**src/rtl/sc_gameevent_tracker_if.sv**
```systemverilog
// Event bus between the game state machine (master) and the game-event tracker (slave):
// frog datapath inputs, handshake strobes and the tracker's event outputs.
interface sc_gameevent_tracker_if;
  logic [3:0] FrogRow_In;
  logic [3:0] FrogCol_In;
  logic       Collision_InHigh;
  logic [3:0] Level_In;
  logic       SetFrog_InHigh;
  logic       ResetPoint_InHigh;
  logic       WinF_OutLow;
  logic       WinL_OutHigh;
  logic       Lose_OutHigh;
  logic [3:0] NestMask_Out;
  logic [6:0] TimerSec_Out;

  modport master (
    output FrogRow_In, FrogCol_In, Collision_InHigh, Level_In, SetFrog_InHigh, ResetPoint_InHigh,
    input  WinF_OutLow, WinL_OutHigh, Lose_OutHigh, NestMask_Out, TimerSec_Out
  );

  modport slave (
    input  FrogRow_In, FrogCol_In, Collision_InHigh, Level_In, SetFrog_InHigh, ResetPoint_InHigh,
    output WinF_OutLow, WinL_OutHigh, Lose_OutHigh, NestMask_Out, TimerSec_Out
  );
endinterface

```
**src/rtl/sc_gameevent_tracker.sv**
```systemverilog
// Game-event tracker: raises WinF/WinL/Lose for the game state machine and tracks filled nests.
// Optional per-life countdown enabled by defining SC_GAMEEVENT_TIMER_EN.
module sc_gameevent_tracker #(
  parameter logic [3:0]  NEST_ROW     = 4'd12,
  parameter logic [3:0]  START_ROW    = 4'd0,
  parameter logic [15:0] NEST_COLS    = 16'hD951,
  parameter logic [6:0]  LIFE_SECONDS = 7'd60
`ifdef SC_GAMEEVENT_TIMER_EN
  , parameter int unsigned TICK_DIV   = 50_000_000
`endif
) (
  input  logic                 SC_STATEMACHINEGAME_CLOCK_50,
  input  logic                 SC_STATEMACHINEGAME_RESET_InHigh,
  sc_gameevent_tracker_if.slave ev_bus
);

  typedef enum logic [2:0] {IDLE, PLAY, NEST_REQ, LEVEL_DONE, DEAD} state_t;

  state_t     state_reg, state_next;
  logic [3:0] mask_reg, mask_next;
  logic [1:0] nest_idx_reg, nest_idx_next;
  logic       winf_reg, winl_reg, lose_reg;
  logic       winf_next, winl_next, lose_next;
  logic [3:0] col_hit, free_hit, mask_set;
  logic [1:0] free_idx;
  logic       level_restart, level_load, timer_zero;

  genvar gi;
  generate
    for (gi = 0; gi < 4; gi++) begin : g_nest
      assign col_hit[gi] = (ev_bus.FrogCol_In == NEST_COLS[4*gi +: 4]);
    end
  endgenerate

  assign free_hit      = col_hit & ~mask_reg;
  assign mask_set      = mask_reg | (4'b0001 << nest_idx_reg);
  assign level_restart = (ev_bus.Level_In <= 4'd3);
  assign level_load    = ev_bus.Level_In inside {4'd4, 4'd5, 4'd6, 4'd7, 4'd9};

  // Lowest-numbered free nest wins if two nests share a column.
  always_comb begin
    free_idx = 2'd0;
    for (int i = 3; i >= 0; i--) begin
      if (free_hit[i]) free_idx = 2'(i);
    end
  end

  always_comb begin
    state_next    = state_reg;
    mask_next     = mask_reg;
    nest_idx_next = nest_idx_reg;
    case (state_reg)
      IDLE: begin
        if (ev_bus.FrogRow_In == START_ROW && level_restart) state_next = PLAY;
      end
      PLAY: begin
        if (ev_bus.Collision_InHigh || timer_zero) begin
          state_next = DEAD;
        end else if (ev_bus.FrogRow_In == NEST_ROW) begin
          if (|free_hit) begin
            state_next    = NEST_REQ;
            nest_idx_next = free_idx;
          end else begin
            state_next = DEAD;
          end
        end
      end
      NEST_REQ: begin
        if (ev_bus.SetFrog_InHigh) begin
          mask_next  = mask_set;
          state_next = (mask_set == 4'hF) ? LEVEL_DONE : IDLE;
        end
      end
      LEVEL_DONE: begin
        if (level_load) begin
          mask_next  = 4'd0;
          state_next = IDLE;
        end
      end
      DEAD:    state_next = DEAD;
      default: state_next = IDLE;
    endcase
    // A point reset preempts any handshake completing in the same cycle.
    if (ev_bus.ResetPoint_InHigh) begin
      state_next = IDLE;
      mask_next  = level_restart ? 4'd0 : mask_reg;
    end
    winf_next = (state_next != NEST_REQ);
    winl_next = (state_next == LEVEL_DONE);
    lose_next = (state_next == DEAD);
  end

  always_ff @(posedge SC_STATEMACHINEGAME_CLOCK_50 or posedge SC_STATEMACHINEGAME_RESET_InHigh) begin
    if (SC_STATEMACHINEGAME_RESET_InHigh) begin
      state_reg    <= IDLE;
      mask_reg     <= 4'd0;
      nest_idx_reg <= 2'd0;
      winf_reg     <= 1'b1;
      winl_reg     <= 1'b0;
      lose_reg     <= 1'b0;
    end else begin
      state_reg    <= state_next;
      mask_reg     <= mask_next;
      nest_idx_reg <= nest_idx_next;
      winf_reg     <= winf_next;
      winl_reg     <= winl_next;
      lose_reg     <= lose_next;
    end
  end

`ifdef SC_GAMEEVENT_TIMER_EN
  localparam int PW = (TICK_DIV > 1) ? $clog2(TICK_DIV) : 1;

  logic [PW-1:0] presc_reg, presc_next;
  logic [6:0]    timer_reg, timer_next;

  always_comb begin
    presc_next = presc_reg;
    timer_next = timer_reg;
    if (state_reg == IDLE && state_next == PLAY) begin
      presc_next = '0;
      timer_next = LIFE_SECONDS;
    end else if (state_reg == PLAY) begin
      if (presc_reg == PW'(TICK_DIV - 1)) begin
        presc_next = '0;
        if (timer_reg != 7'd0) timer_next = timer_reg - 7'd1;
      end else begin
        presc_next = presc_reg + PW'(1);
      end
    end
  end

  always_ff @(posedge SC_STATEMACHINEGAME_CLOCK_50 or posedge SC_STATEMACHINEGAME_RESET_InHigh) begin
    if (SC_STATEMACHINEGAME_RESET_InHigh) begin
      presc_reg <= '0;
      timer_reg <= LIFE_SECONDS;
    end else begin
      presc_reg <= presc_next;
      timer_reg <= timer_next;
    end
  end

  assign timer_zero          = (timer_reg == 7'd0);
  assign ev_bus.TimerSec_Out = timer_reg;
`else
  assign timer_zero          = 1'b0;
  assign ev_bus.TimerSec_Out = LIFE_SECONDS;
`endif

  assign ev_bus.WinF_OutLow  = winf_reg;
  assign ev_bus.WinL_OutHigh = winl_reg;
  assign ev_bus.Lose_OutHigh = lose_reg;
  assign ev_bus.NestMask_Out = mask_reg;

endmodule

```
**src/flat_wrapper.sv**
```systemverilog
// flat-port wrapper written by rule: the top's interface ports become plain ports
module sc_gameevent_tracker_flat 
#(
  parameter logic [3:0]  NEST_ROW     = 4'd12,
  parameter logic [3:0]  START_ROW    = 4'd0,
  parameter logic [15:0] NEST_COLS    = 16'hD951,
  parameter logic [6:0]  LIFE_SECONDS = 7'd60

)
  (SC_STATEMACHINEGAME_CLOCK_50, SC_STATEMACHINEGAME_RESET_InHigh, ev_bus_FrogRow_In, ev_bus_FrogCol_In, ev_bus_Collision_InHigh, ev_bus_Level_In, ev_bus_SetFrog_InHigh, ev_bus_ResetPoint_InHigh, ev_bus_WinF_OutLow, ev_bus_WinL_OutHigh, ev_bus_Lose_OutHigh, ev_bus_NestMask_Out, ev_bus_TimerSec_Out);
  sc_gameevent_tracker_if ev_bus_i ();
  input  logic SC_STATEMACHINEGAME_CLOCK_50;
  input  logic SC_STATEMACHINEGAME_RESET_InHigh;
  input wire logic [$bits(ev_bus_i.FrogRow_In)-1:0] ev_bus_FrogRow_In;
  input wire logic [$bits(ev_bus_i.FrogCol_In)-1:0] ev_bus_FrogCol_In;
  input wire logic [$bits(ev_bus_i.Collision_InHigh)-1:0] ev_bus_Collision_InHigh;
  input wire logic [$bits(ev_bus_i.Level_In)-1:0] ev_bus_Level_In;
  input wire logic [$bits(ev_bus_i.SetFrog_InHigh)-1:0] ev_bus_SetFrog_InHigh;
  input wire logic [$bits(ev_bus_i.ResetPoint_InHigh)-1:0] ev_bus_ResetPoint_InHigh;
  output wire logic [$bits(ev_bus_i.WinF_OutLow)-1:0] ev_bus_WinF_OutLow;
  output wire logic [$bits(ev_bus_i.WinL_OutHigh)-1:0] ev_bus_WinL_OutHigh;
  output wire logic [$bits(ev_bus_i.Lose_OutHigh)-1:0] ev_bus_Lose_OutHigh;
  output wire logic [$bits(ev_bus_i.NestMask_Out)-1:0] ev_bus_NestMask_Out;
  output wire logic [$bits(ev_bus_i.TimerSec_Out)-1:0] ev_bus_TimerSec_Out;
  assign ev_bus_i.FrogRow_In = ev_bus_FrogRow_In;
  assign ev_bus_i.FrogCol_In = ev_bus_FrogCol_In;
  assign ev_bus_i.Collision_InHigh = ev_bus_Collision_InHigh;
  assign ev_bus_i.Level_In = ev_bus_Level_In;
  assign ev_bus_i.SetFrog_InHigh = ev_bus_SetFrog_InHigh;
  assign ev_bus_i.ResetPoint_InHigh = ev_bus_ResetPoint_InHigh;
  assign ev_bus_WinF_OutLow = ev_bus_i.WinF_OutLow;
  assign ev_bus_WinL_OutHigh = ev_bus_i.WinL_OutHigh;
  assign ev_bus_Lose_OutHigh = ev_bus_i.Lose_OutHigh;
  assign ev_bus_NestMask_Out = ev_bus_i.NestMask_Out;
  assign ev_bus_TimerSec_Out = ev_bus_i.TimerSec_Out;
  sc_gameevent_tracker #(.NEST_ROW(NEST_ROW), .START_ROW(START_ROW), .NEST_COLS(NEST_COLS), .LIFE_SECONDS(LIFE_SECONDS)) u_core (.SC_STATEMACHINEGAME_CLOCK_50(SC_STATEMACHINEGAME_CLOCK_50), .SC_STATEMACHINEGAME_RESET_InHigh(SC_STATEMACHINEGAME_RESET_InHigh), .ev_bus(ev_bus_i));
endmodule
```
**config.mk**
```make
export PLATFORM = sky130hd
export DESIGN_NAME = sc_gameevent_tracker_flat
export DESIGN_NICKNAME = d
export VERILOG_FILES = /design/src/rtl/sc_gameevent_tracker_if.sv /design/src/rtl/sc_gameevent_tracker.sv /design/src/flat_wrapper.sv
export SDC_FILE = /design/constraint.sdc
export NUM_CORES = 1
export LEC_CHECK = 0
export BUFFER_PORTS_ARGS = -buffer_cell sky130_fd_sc_hd__buf_4
export CORE_MARGIN = 5
export CORE_UTILIZATION = 50
export DETAILED_ROUTE_END_ITERATION = 10
export GPL_TIMING_DRIVEN = 0
export HOLD_SLACK_MARGIN = 0.08
export PLACE_DENSITY = 0.83
export REMOVE_ABC_BUFFERS = 1
export SYNTH_ARGS = -nofsm -noshare
export SYNTH_HDL_FRONTEND = slang
export SYNTH_SLANG_ARGS = --single-unit
```
**constraint.sdc**
```tcl
create_clock -name SC_STATEMACHINEGAME_CLOCK_50 -period 3.08 [get_ports SC_STATEMACHINEGAME_CLOCK_50]
set_input_delay 0.308 -clock SC_STATEMACHINEGAME_CLOCK_50 [delete_from_list [all_inputs] [get_ports SC_STATEMACHINEGAME_CLOCK_50]]
set_output_delay 0.308 -clock SC_STATEMACHINEGAME_CLOCK_50 [all_outputs]
set_load 0.005 [all_outputs]
```
==> impl_metrics.toml <==
[yosys]
ys_ff_latch = 12
synth_common_cells = "dfrtp_1 (11), buf_4 (7), inv_1 (7)"
synth_top_area_share = 0.323
synth_top_cells_by_area = "dfrtp_1 (32%), buf_4 (6.2%), nor3b_1 (4.4%)"
yosysMostFrequentCell = "dfrtp_1"
avgSynthCellArea_sq_um = 9.28
syn_area_sq_um = 853
syn_inst = 92
synth_flop_cell = "dfrtp_1"
synth_seq_area_share = 0.353
synth-edff-count = 0
yosysWarnings = 0
synth_cell_types = 42
yosysTopAreaCell = "dfrtp_1"
async_reset_ff_frac = 1.00

[clocking]
cts_tree = "built"
clock_path_buffers = 2
postCtsSetupBuffers = 0
htreeDepth = 1
clk_pin_slew_ps = 70
cts.sinks = 12
cts_inserted_buffers = 3
clk_latency_ps = 270
root_buffer = "clkbuf_4"

[routing]
drc_errors = 0
wl_um = 1920
m1WireLength_um = 788
drtAntennaViolNets = 0
wl_per_cell_um = 14.4
drtIter0Drc = 7
vias = 782
route.met3.wl_um = 124
met2_length_um = 944
first_pass_iters = 4
vias_per_cell = 5.84
top_layer_used = "met4"

[critical_path]
critPathCapture = "u_core.ev_bus.NestMask_Out[2]"
crit_required_ps = 3270
cp-end-kind = "register"
cp_slowest_stage_delay_ps = 460
r2r-end = "u_core.ev_bus.NestMask_Out[2]"
startpoint_type = "register"
setup.worst_path.start = "u_core.state_reg[2]"
cp_max_fo = 8
reg2reg_depth = 4
reg2reg_from = "u_core.state_reg[2]"
crit_chain = "nand3b_1, o211a_1, o2bb2a_2, a21oi_1"
reg2reg_slack_ps = 1510
critical_path_arrival_ps = 1760
worst_path_max_delay_cell = "dfrtp_1"
worst-setup-path-type = "reg2reg"

[die]
row_count = 15
die_area_sq_mm = 0.00263
pin_count = 31
die_w_um = 51.3
initial_core_util = 0.511
die_h_um = 51.3
core-area_sq_mm = 0.00167

[sta]
post-route-period-util = 0.509
skew_ps = 2.17
fin_tns_setup_ps = 0
rsz0062_at_grt = "no"
slew_viol_final = 0
fin_crit_ps = 1570
setup_viol = 0
final_hold_viol_count = 0
max_freq_mhz = 637
hold_slack_ps = 325
setup_ws_ps = 1510

[global_routing]
grt_max_degree = 13
grt_pass1_wl_um = 3290
grt_util_all_layers = 0.166
antenna_found_initial = 0
grt_overflow = 0
grt_pass1_vias = 808

[place]
place_congestion = 0.765
dp.cells = 129
place_ws_ps = 1450
dpl.hpwl_um = 1480
portBuffers = 23

[layout]
drive_gt1_frac = 0.299
largest_reg_flops = 4
nNetsFinal = 135
antenna_cells = 0
multiInputGateArea_sq_um = 487
fin_cells = 134
nFillCells = 154
area_delta_synth_final_pct = 23.6
ff_latch_area_sq_um = 302

[run]
drv.max_cap_violation_count = 0

[min_path]
holdCritPathClass = "in2reg"
whs_path_depth = 3

[power]
peakVddDrop_mv = 0.224
fin_total_pwr_w = 0.000347
p_leak_nw = 0.505
p_per_area_mw_per_mm2 = 329

[run_status]
status = "complete, no violations"
[routing by layer]
metal	global-route usage	vias up
met2	0.296	31
met1	0.172	366
li1	-	376
met4	0.105	0
met5	0	-
met3	0.0408	9
[critical path, delay by kind of cell, from the launching register on]
kind | cells | cell delay (ps)
AOI/OAI and AO/OA | 3 | 800
and+or+nand+nor | 1 | 230
DFF | 1 | 460
[per-stage QoR]
step / area [sq um] / utilization
floorplan: 815 / -
global placement: 1010 / 0.604
detailed placement: 1010 / 0.604
CTS: 1050 / 0.631
global route: 1050 / 0.631
finish: 1050 / 0.631
[cell usage in the layout (no fill, tap or decap), types with 2 or more instances in the layout]
cell type	instances
clkbuf_4	3
buf_4	23
nand2_1	3
conb_1	7
mux2i_1	3
nor2_1	4
and2_1	2
a31o_2	2
a21oi_1	6
nor4bb_1	2
or4b_1	2
nor3b_1	5
o21ai_1	6
dfrtp_1	11
inv_1	7
o21ai_0	3
[kinds of logic after synthesis]
group | after synthesis | synth area share
flip-flops | 12 | 0.353
AND/OR/NAND/NOR | 32 | 0.267
multiplexers | 5 | 0.0660
AO/OA/AOI/OAI | 26 | 0.207
buffers and inverters | 15 | 0.0982
other | 2 | 0.00880
[cell type report]
class	instances	area share
Clock buffer	4	0.0344
Inverter	7	0.0249
Multi-Input combinational cell	70	0.461
Sequential cell	12	0.286
Tap cell	17	0.0202
Timing Repair Buffer	24	0.173
[where the power goes]
part           total [W]  internal (W)  switching, W
Clock           0.000123     0.0000719     0.0000515
Sequential      0.000169      0.000162    0.00000671
Combinational  0.0000550     0.0000305     0.0000245
Total           0.000347      0.000264     0.0000827
[repair_timing]
| item | 4_1_cts | 5_1_grt |
|---|---|---|
| hold endpoints to repair | 11 | 0 |
| hold buffers | 1 | 0 |
| resized for setup | 0 | 0 |
[how the worst min path moves through the flow]
stage	end	from
after floorplan	u_core.ev_bus.Lose_OutHigh	SC_STATEMACHINEGAME_RESET_InHigh
after global placement	u_core.ev_bus.WinL_OutHigh	SC_STATEMACHINEGAME_RESET_InHigh
after detailed placement	u_core.nest_idx_reg[1]	SC_STATEMACHINEGAME_RESET_InHigh
after CTS	u_core.ev_bus.Lose_OutHigh	ev_bus_Collision_InHigh
after global routing	u_core.ev_bus.Lose_OutHigh	ev_bus_Collision_InHigh
final	u_core.ev_bus.Lose_OutHigh	ev_bus_Collision_InHigh
Power figures use the tool's default switching activity.
